**src/rtl/nibble_adder_pkg.sv**
```systemverilog
// Shared types and constants for the nibble-serial adder.
// Holds the control FSM state encoding and the slice width.
package nibble_adder_pkg;

  localparam int NIBBLE_W = 4;

  typedef enum logic [1:0] {
    IDLE = 2'd0,
    RUN  = 2'd1,
    DONE = 2'd2
  } state_t;

endpackage : nibble_adder_pkg

```
**src/rtl/CLA_4bit.sv**
```systemverilog
// 4-bit carry-lookahead adder slice with group propagate/generate outputs.
// All carries are formed in parallel from bit-level generate/propagate terms.
module CLA_4bit (
  output logic [3:0] S,
  output logic       Cout,
  output logic       PG,
  output logic       GG,
  input  logic [3:0] A,
  input  logic [3:0] B,
  input  logic       Cin
);

  logic [3:0] w_g;
  logic [3:0] w_p;
  logic [3:0] w_c;

  assign w_g = A & B;
  assign w_p = A ^ B;

  assign w_c[0] = Cin;
  assign w_c[1] = w_g[0] | (w_p[0] & Cin);
  assign w_c[2] = w_g[1] | (w_p[1] & w_g[0]) | (w_p[1] & w_p[0] & Cin);
  assign w_c[3] = w_g[2] | (w_p[2] & w_g[1]) | (w_p[2] & w_p[1] & w_g[0])
                | (w_p[2] & w_p[1] & w_p[0] & Cin);

  assign PG   = &w_p;
  assign GG   = w_g[3] | (w_p[3] & w_g[2]) | (w_p[3] & w_p[2] & w_g[1])
              | (w_p[3] & w_p[2] & w_p[1] & w_g[0]);
  assign Cout = GG | (PG & Cin);
  assign S    = w_p ^ w_c;

endmodule : CLA_4bit

```
**src/rtl/nibble_serial_adder.sv**
```systemverilog
// Multi-cycle adder: one CLA_4bit slice reused for WIDTH/4 cycles, LSB nibble first.
// Result, carry-out and signed overflow are valid while done is high.
module nibble_serial_adder
  import nibble_adder_pkg::*;
#(
  parameter int WIDTH = 16
) (
  input  logic             clk,
  input  logic             rst,
  input  logic             start,
  input  logic [WIDTH-1:0] a,
  input  logic [WIDTH-1:0] b,
  input  logic             cin,
  output logic             busy,
  output logic             done,
  output logic [WIDTH-1:0] sum,
  output logic             cout,
  output logic             ovf
);

  localparam int NIBBLES = WIDTH / NIBBLE_W;
  localparam int IDX_W   = (NIBBLES > 1) ? $clog2(NIBBLES) : 1;
  localparam logic [IDX_W-1:0] LAST_IDX = IDX_W'(NIBBLES - 1);

  state_t r_state;
  state_t w_next_state;

  logic [NIBBLES-1:0][NIBBLE_W-1:0] r_a;
  logic [NIBBLES-1:0][NIBBLE_W-1:0] r_b;
  logic [NIBBLES-1:0][NIBBLE_W-1:0] r_sum;
  logic [IDX_W-1:0]                 r_idx;
  logic                             r_carry;
  logic                             r_cout;
  logic                             r_ovf;

  logic [NIBBLE_W-1:0] w_slice_s;
  logic                w_slice_cout;
  logic                w_accept;
  logic                w_last;
  logic                w_a_msb;

  // A new request is only taken when no operation is in flight.
  assign w_accept = start && (r_state != RUN);
  assign w_last   = (r_state == RUN) && (r_idx == LAST_IDX);
  assign w_a_msb  = r_a[NIBBLES-1][NIBBLE_W-1];

  CLA_4bit u_cla (
    .S    (w_slice_s),
    .Cout (w_slice_cout),
    .PG   (),
    .GG   (),
    .A    (r_a[r_idx]),
    .B    (r_b[r_idx]),
    .Cin  (r_carry)
  );

  always_ff @(posedge clk or posedge rst) begin
    if (rst) begin
      r_state <= IDLE;
    end else begin
      // NOTE: every clocked register uses non-blocking assignment so all
      // state updates see pre-edge values regardless of statement order.
      r_state <= w_next_state;
    end
  end

  always_comb begin
    // NOTE: default first, so every path assigns w_next_state and no latch forms.
    w_next_state = r_state;
    unique case (r_state)
      IDLE:    if (start) w_next_state = RUN;
      RUN:     if (r_idx == LAST_IDX) w_next_state = DONE;
      DONE:    w_next_state = start ? RUN : IDLE;
      default: w_next_state = IDLE;
    endcase
  end

  always_ff @(posedge clk or posedge rst) begin
    if (rst) begin
      r_a     <= '0;
      r_b     <= '0;
      r_sum   <= '0;
      r_idx   <= '0;
      r_carry <= 1'b0;
      r_cout  <= 1'b0;
      r_ovf   <= 1'b0;
    end else if (w_accept) begin
      r_a     <= a;
      r_b     <= b;
      r_carry <= cin;
      r_idx   <= '0;
    end else if (r_state == RUN) begin
      r_sum[r_idx] <= w_slice_s;
      r_carry      <= w_slice_cout;
      r_idx        <= w_last ? '0 : r_idx + IDX_W'(1);
      if (w_last) begin
        r_cout <= w_slice_cout;
        // Signed overflow: like-signed operands producing an opposite-signed sum.
        r_ovf  <= (w_a_msb == r_b[NIBBLES-1][NIBBLE_W-1]) &&
                  (w_slice_s[NIBBLE_W-1] != w_a_msb);
      end
    end
  end

  assign busy = (r_state == RUN);
  assign done = (r_state == DONE);
  assign sum  = r_sum;
  assign cout = r_cout;
  assign ovf  = r_ovf;

endmodule : nibble_serial_adder

```
**config.mk**
```make
export PLATFORM = sky130hd
export DESIGN_NAME = nibble_serial_adder
export DESIGN_NICKNAME = d
export VERILOG_FILES = /design/src/rtl/nibble_adder_pkg.sv /design/src/rtl/CLA_4bit.sv /design/src/rtl/nibble_serial_adder.sv
export SDC_FILE = /design/constraint.sdc
export NUM_CORES = 1
export LEC_CHECK = 0
export ABC_AREA = 1
export CAP_MARGIN = 20
export CORE_MARGIN = 3
export CORE_UTILIZATION = 46
export DETAILED_ROUTE_END_ITERATION = 7
export PLACE_DENSITY = 0.76
export SLEW_MARGIN = 20
export SYNTH_ARGS = -nofsm -noshare
export SYNTH_HDL_FRONTEND = slang
export SYNTH_SLANG_ARGS = --single-unit
```
**constraint.sdc**
```tcl
create_clock -name clk -period 1.9 [get_ports clk]
set_input_delay 0.38 -clock clk [delete_from_list [all_inputs] [get_ports clk]]
set_output_delay 0.38 -clock clk [all_outputs]
set_load 0.01 [all_outputs]
```
======== Word-level counts from Yosys, hierarchy flattened ========
Index checks and enable logic that the tools add are counted.
cells by class
  eq/ne operators ......................... 8
  reductions and logical operators ........ 10
  multiplexer cells ....................... 16
  bitwise operators ....................... 29
  add/sub/neg operators ................... 1
  magnitude comparators ................... 2
operators with widths
  kind                                                                count
  binary-select mux 4 bit (select 2 bit)                              2
  bitwise mux 16 bit                                                  1
  bitwise AND 1 bit                                                   15
  two-way mux 4 bit                                                   3
  two-way mux 2 bit                                                   5
  OR 1 bit                                                            10
  demux 4 bit (select 2 bit)                                          1
  bitwise XOR 4 bit                                                   2
  one-hot mux 2 bit (3 select lines)                                  1
  bitwise AND 4 bit                                                   1
  == test 2 bit (second input constant)                               2
  logical AND 1 bit                                                   4
  inequality test 2 x 1 -> 1 bit (second input constant)              2
  AND reduction 2 bit                                                 2
  AND reduction 4 bit                                                 1
  less-than comparator 2 x 3 -> 1 bit (second input constant)         1
  two-way mux 1 bit                                                   3
  AND reduction 3 bit                                                 1
  adder 2 x 1 -> 2 bit (second input constant)                        1
  == test 2 x 1 -> 1 bit (second input constant)                      1
  greater-or-equal comparator 2 x 1 -> 1 bit (second input constant)  1
  logical NOT 2 bit                                                   1
  inequality test 2 bit (second input constant)                       1
  nonzero test 2 bit                                                  1
  3 further kinds                                                     3
storage, ports and cells
  input bits .............................. 36
  logic and storage cells ................. 83
  flip-flop bits (word level) ............. 55

======== Depth between registers and ports, before layout ========
  depth after elaboration ................. 10
  depth in mapped cells ................... 13
  gate-level depth less buffers ........... 13

======== Hierarchy ========
A second synthesis with hierarchy kept.
unflattened totals
  cell total of the unflattened synthesis .. 363
  area total of the unflattened synthesis .. 2753.9 um2
modules (own cells, without submodules)
  module               sequential area each (um2)  area each (um2)  cells an instance  instances
  nibble_serial_adder  1376.3                      2541.2           326                1
  CLA_4bit             0.0                         212.7            37                 1

======== Worst setup path before layout ========
No wires, ideal clock.
  path kind ............................... register to register
  start point ............................. register r_idx[0]
  end point ............................... register r_ovf, in the netlist ovf
  cell stages (with the launch flop) ...... 14
  setup time .............................. 0.117 ns
  path buffers ............................ 2
  slack ................................... -0.066 ns
  required time ........................... 1.783 ns
  arrival ................................. 1.849 ns
  path through ............................ dfrtp_1 buf_2 buf_2 o21ai_0 o22ai_1 ha_1 nand2_1 nand2_1 nand2_1 nand2_1 nand2_1 nand3_1 nand3_1 nand2_1
on the way
  word-level cells in the longest chain between the ends .. 10
  elaborated cells on any way between the ends .. 20
RTL lines
  item                                                       RTL line                                              RTL
  start, declared                                            nibble_serial_adder.sv:31                             logic [IDX_W-1:0] r_idx;
  start signal, assigned                                     nibble_serial_adder.sv:95                             r_idx <= w_last ? '0 : r_idx + IDX_W'(1);
  binary-select mux 4 bit (select 2 bit) (on tied branches)  nibble_serial_adder.sv:52, nibble_serial_adder.sv:53
  two-way mux 4 bit (on tied branches)                       nibble_serial_adder.sv:52, nibble_serial_adder.sv:53
  bitwise XOR 4 bit or bitwise AND 4 bit (tied branches)     CLA_4bit.sv:18, CLA_4bit.sv:17
  bitwise AND 1 bit (on tied branches)                       CLA_4bit.sv:23, CLA_4bit.sv:24
  OR 1 bit, or another cell as far along                     CLA_4bit.sv:23                                        assign w_c[3] = w_g[2] | (w_p[2] & w_g[1]) | (w_p[2] & w_p[1] & w_g[0])
  OR 1 bit or bitwise AND 1 bit (tied branches)              CLA_4bit.sv:23, CLA_4bit.sv:24
  OR 1 bit                                                   CLA_4bit.sv:24                                        | (w_p[2] & w_p[1] & w_p[0] & Cin);
  bitwise XOR 4 bit                                          CLA_4bit.sv:30                                        assign S = w_p ^ w_c;
  inequality test 1 bit                                      nibble_serial_adder.sv:100                            (w_slice_s[NIBBLE_W-1] != w_a_msb);
  logical AND 1 bit                                          nibble_serial_adder.sv:99                             r_ovf <= (w_a_msb == r_b[NIBBLES-1][NIBBLE_W-1]) &&
  end signal, assigned                                       nibble_serial_adder.sv:99
  end, declared                                              nibble_serial_adder.sv:34                             logic r_ovf;
Several ways; a longest one is shown, not always the timed one. The select of a mux whose other input is x is not followed.
A chain may end at the register's enable or synchronous reset.

======== Worst setup path in the final report ========
  start point ............................. register r_idx[0]
  end point ............................... register r_sum (netlist bit sum[7])
on the way
  word-level cells in the longest chain between the ends .. 9
  elaborated cells on any way between the ends .. 21
RTL lines
  item                                                       RTL line                                              RTL
  binary-select mux 4 bit (select 2 bit) (on tied branches)  nibble_serial_adder.sv:52, nibble_serial_adder.sv:53
  two-way mux 4 bit (on tied branches)                       nibble_serial_adder.sv:52, nibble_serial_adder.sv:53
  bitwise XOR 4 bit or bitwise AND 4 bit (tied branches)     CLA_4bit.sv:18, CLA_4bit.sv:17
  bitwise AND 1 bit (on tied branches)                       CLA_4bit.sv:23, CLA_4bit.sv:24
  OR 1 bit, or another cell as far along                     CLA_4bit.sv:23
  OR 1 bit or bitwise AND 1 bit (tied branches)              CLA_4bit.sv:23, CLA_4bit.sv:24
  OR 1 bit                                                   CLA_4bit.sv:24
  bitwise XOR 4 bit                                          CLA_4bit.sv:30
  bitwise mux 16 bit *                                       nibble_serial_adder.sv:93                             r_sum[r_idx] <= w_slice_s;
  end signal, assigned by index                              nibble_serial_adder.sv:93
  end, declared                                              nibble_serial_adder.sv:30                             logic [NIBBLES-1:0][NIBBLE_W-1:0] r_sum;
Mark *: on every way between the ends. The rest lies on a longest branch, timed or not. The select of a mux whose other input is x is not followed.

==> out/metrics.cfg <==
[layout]
fin_util_pct=66.8
area_delta_synth_final_pct=35.1
stdcell_count=445
layout_commonest_cell=nand2_1
drive_gt1_share_pct=16.0
fillers=448
final_net_count=419
final_cell_mix=nand2_1 (128), dfrtp_1 (54), clkdlybuf4s50_1 (54)
finalInstanceArea_sq_mm=0.00354
multi_input_area_sq_mm=0.00122
antenna_cells=0
regArea_sq_mm=0.00138

[clocking]
path_clk_slew_ps=100
cts_htree_levels=2
cts_tree=yes
insertion_delay_ps=310
numCtsBuffers=5
clockRootBuffer=clkbuf_8
clock-sinks=55
clk_path_buf_depth=2

[timing]
setup_viol=18
post-route-min-period_ps=2010
drv_slew=0
clock-skew-final_ps=7.50
report.final.hold_viol_count=0
setup_slack_ps=-112
setup_tns_ps=-1120
maxSlewHeadroom_pct=69.6
clock.fmax_mhz=497
rsz0062_at_grt=true
tightest_slew_ps=455
timing.final.crit_share_pct=106

[floorplanning]
die_h_microns=81.5
rows=26
die_w_microns=81.5
core-area_sq_mm=0.00530
io-pin-count=56
die_area_sq_mm=0.00664
start_util_pct=49.5

[synth]
synth_edf_count=0
ys_warn_count=0
syn_avg_cell_area_sq_um=8.60
synthFlopType=dfrtp_1
synth-seq-cells=55
syn-cell-area_sq_mm=0.00262
synth_top_cell_by_area=dfrtp_1
yosysUniqueCellTypes=29
synthesis.nets=350
synth_cells=305
yosysSeqAreaShare_pct=52.5
async_reset_ff_share_pct=100
ys_top_cells_by_area=dfrtp_1 (52%), nand2_1 (19%), ha_1 (3.8%)
synth_top_area_share_pct=52.5

[setup_path]
critPathArrivalTime_ps=2220
end_kind=register
start_kind=register
worst_ep_required_time_ps=2100
path_class=register to register
path_max_fanout=7

[drt]
vias_per_cell=5.00
drc=0
postRouteAntennaNets=0
drt-total-wl_mm=5.93
drt_first_pass_iters=4
wl_per_cell_microns=13.3
dr_total_vias=2227
drtIter0Drc=91

[global_routing]
grt_overflow=0
grt_start_max_net_pins=56
grt_usage_pct=18.3
grt_pass1_vias=2096
antenna_found_initial=0
grt_pass1_wl_mm=9.37

[power_and_ir_drop]
p_leak_nw=1.73
max-vdd-ir-drop_mv=1.04
powerDensity_mw_per_mm2=2090

[placed_design]
dpl.hpwl_mm=4.27
dpl.cell_count=434
dpl-instance-area_sq_mm=0.00331
globalplace.congestion=0.835
io_buffers=55

[run_status]
violations=negative setup slack
outcome=complete, but fails checks

[job]
drv_cap=0

[worst_hold_path]
hold_class=input pin to asynchronous set/reset pin

## sequential cells by signal (all words and copies together) (netlist names)
name     count
r_idx        2
r_state      2
ovf          1
r_carry      1
sum         16
cout         1
r_a         16
r_b         16
## cell type report
type                    instances  share of cell area (%)
clock buffers                   6                    2.05
clock inverters                 2                   0.353
inverters                      19                    2.23
multi-input cells             221                    34.4
flip-flops and latches         55                    38.9
well taps                      70                    2.47
repair buffers                 72                    19.6
## synthesized netlist by cell type, types with 2 or more instances
library cell and instances:
dfrtp_1 55, buf_2 7, a21oi_1 2, nor2_1 16, inv_2 2, nand2_1 134
o21a_1 6, buf_6 3, o21ai_0 18, a32oi_1 2, nand3_1 10, inv_1 16
ha_1 8, nor2_4 3, o22ai_1 7, mux2_2 3
## worst paths after layout
path,startpoint,end,slack [ps],cells past startpoint
max in group asynchronous,rst,r_idx[0],1190,3
max reg2reg,r_idx[0],sum[7],-110,10
min in group clk,r_a[2],r_a[2],480,2
min,rst,sum[2],430,3
max,r_idx[0],sum[7],-110,10
min reg2reg,r_a[2],r_a[2],480,2
## cell families (layout without fill, tap and decap cells)
logic type      count (synthesis)  count (layout)  synth area share [%]
simple gates                  170             170                  27.1
flops                          55              55                  52.5
compound gates                 37              37                  8.44
buf+inv                        29              99                  5.44
fa+ha+maj                       9               9                  4.58
mux                             3               3                  1.29
xor+xnor                        2               2                 0.668
## power by group
group	switching [mW]	internal (mW)
sequential	0.378	1.75
clock	0.372	0.258
combinational	2.51	2.14
## timing repair
item / in CTS / in global routing
pin swaps: 14 / 15
resized for setup: 23 / 13
hold endpoints to repair: 0 / 0
setup endpoints to repair: 19 / 19
buffers inserted: 2 / 0
gates cloned: 0 / 1
hold buffers: 0 / 0
## routing by layer
layer	part of all wire, %	global-route usage (%)
met2	50	31.0
met4	1.5	5.74
met5	0	0
met1	43	23.2
met3	5.7	4.17
## worst max-delay path, cell delays in order (launching register included)
cell     delay, ps
dfrtp_2        470
buf_6          160
nor2_1         120
o22ai_1        100
ha_1           310
buf_4          140
nand4_1        200
nand2_4        110
nand2_4        100
nand3_2         80
o21a_1         120
## metrics by stage
step / setup WS, ps / hold WS [ps] / total power, mW
after floorplan: -20.9 / 437 / 4.54
after global placement: -120 / 458 / 5.75
after detailed placement: -169 / 458 / 5.91
after CTS: -48.3 / 452 / 6.97
after global routing: -214 / 467 / 7.97
final: -112 / 426 / 7.40
No activity file was read; power rests on OpenSTA's default activity.
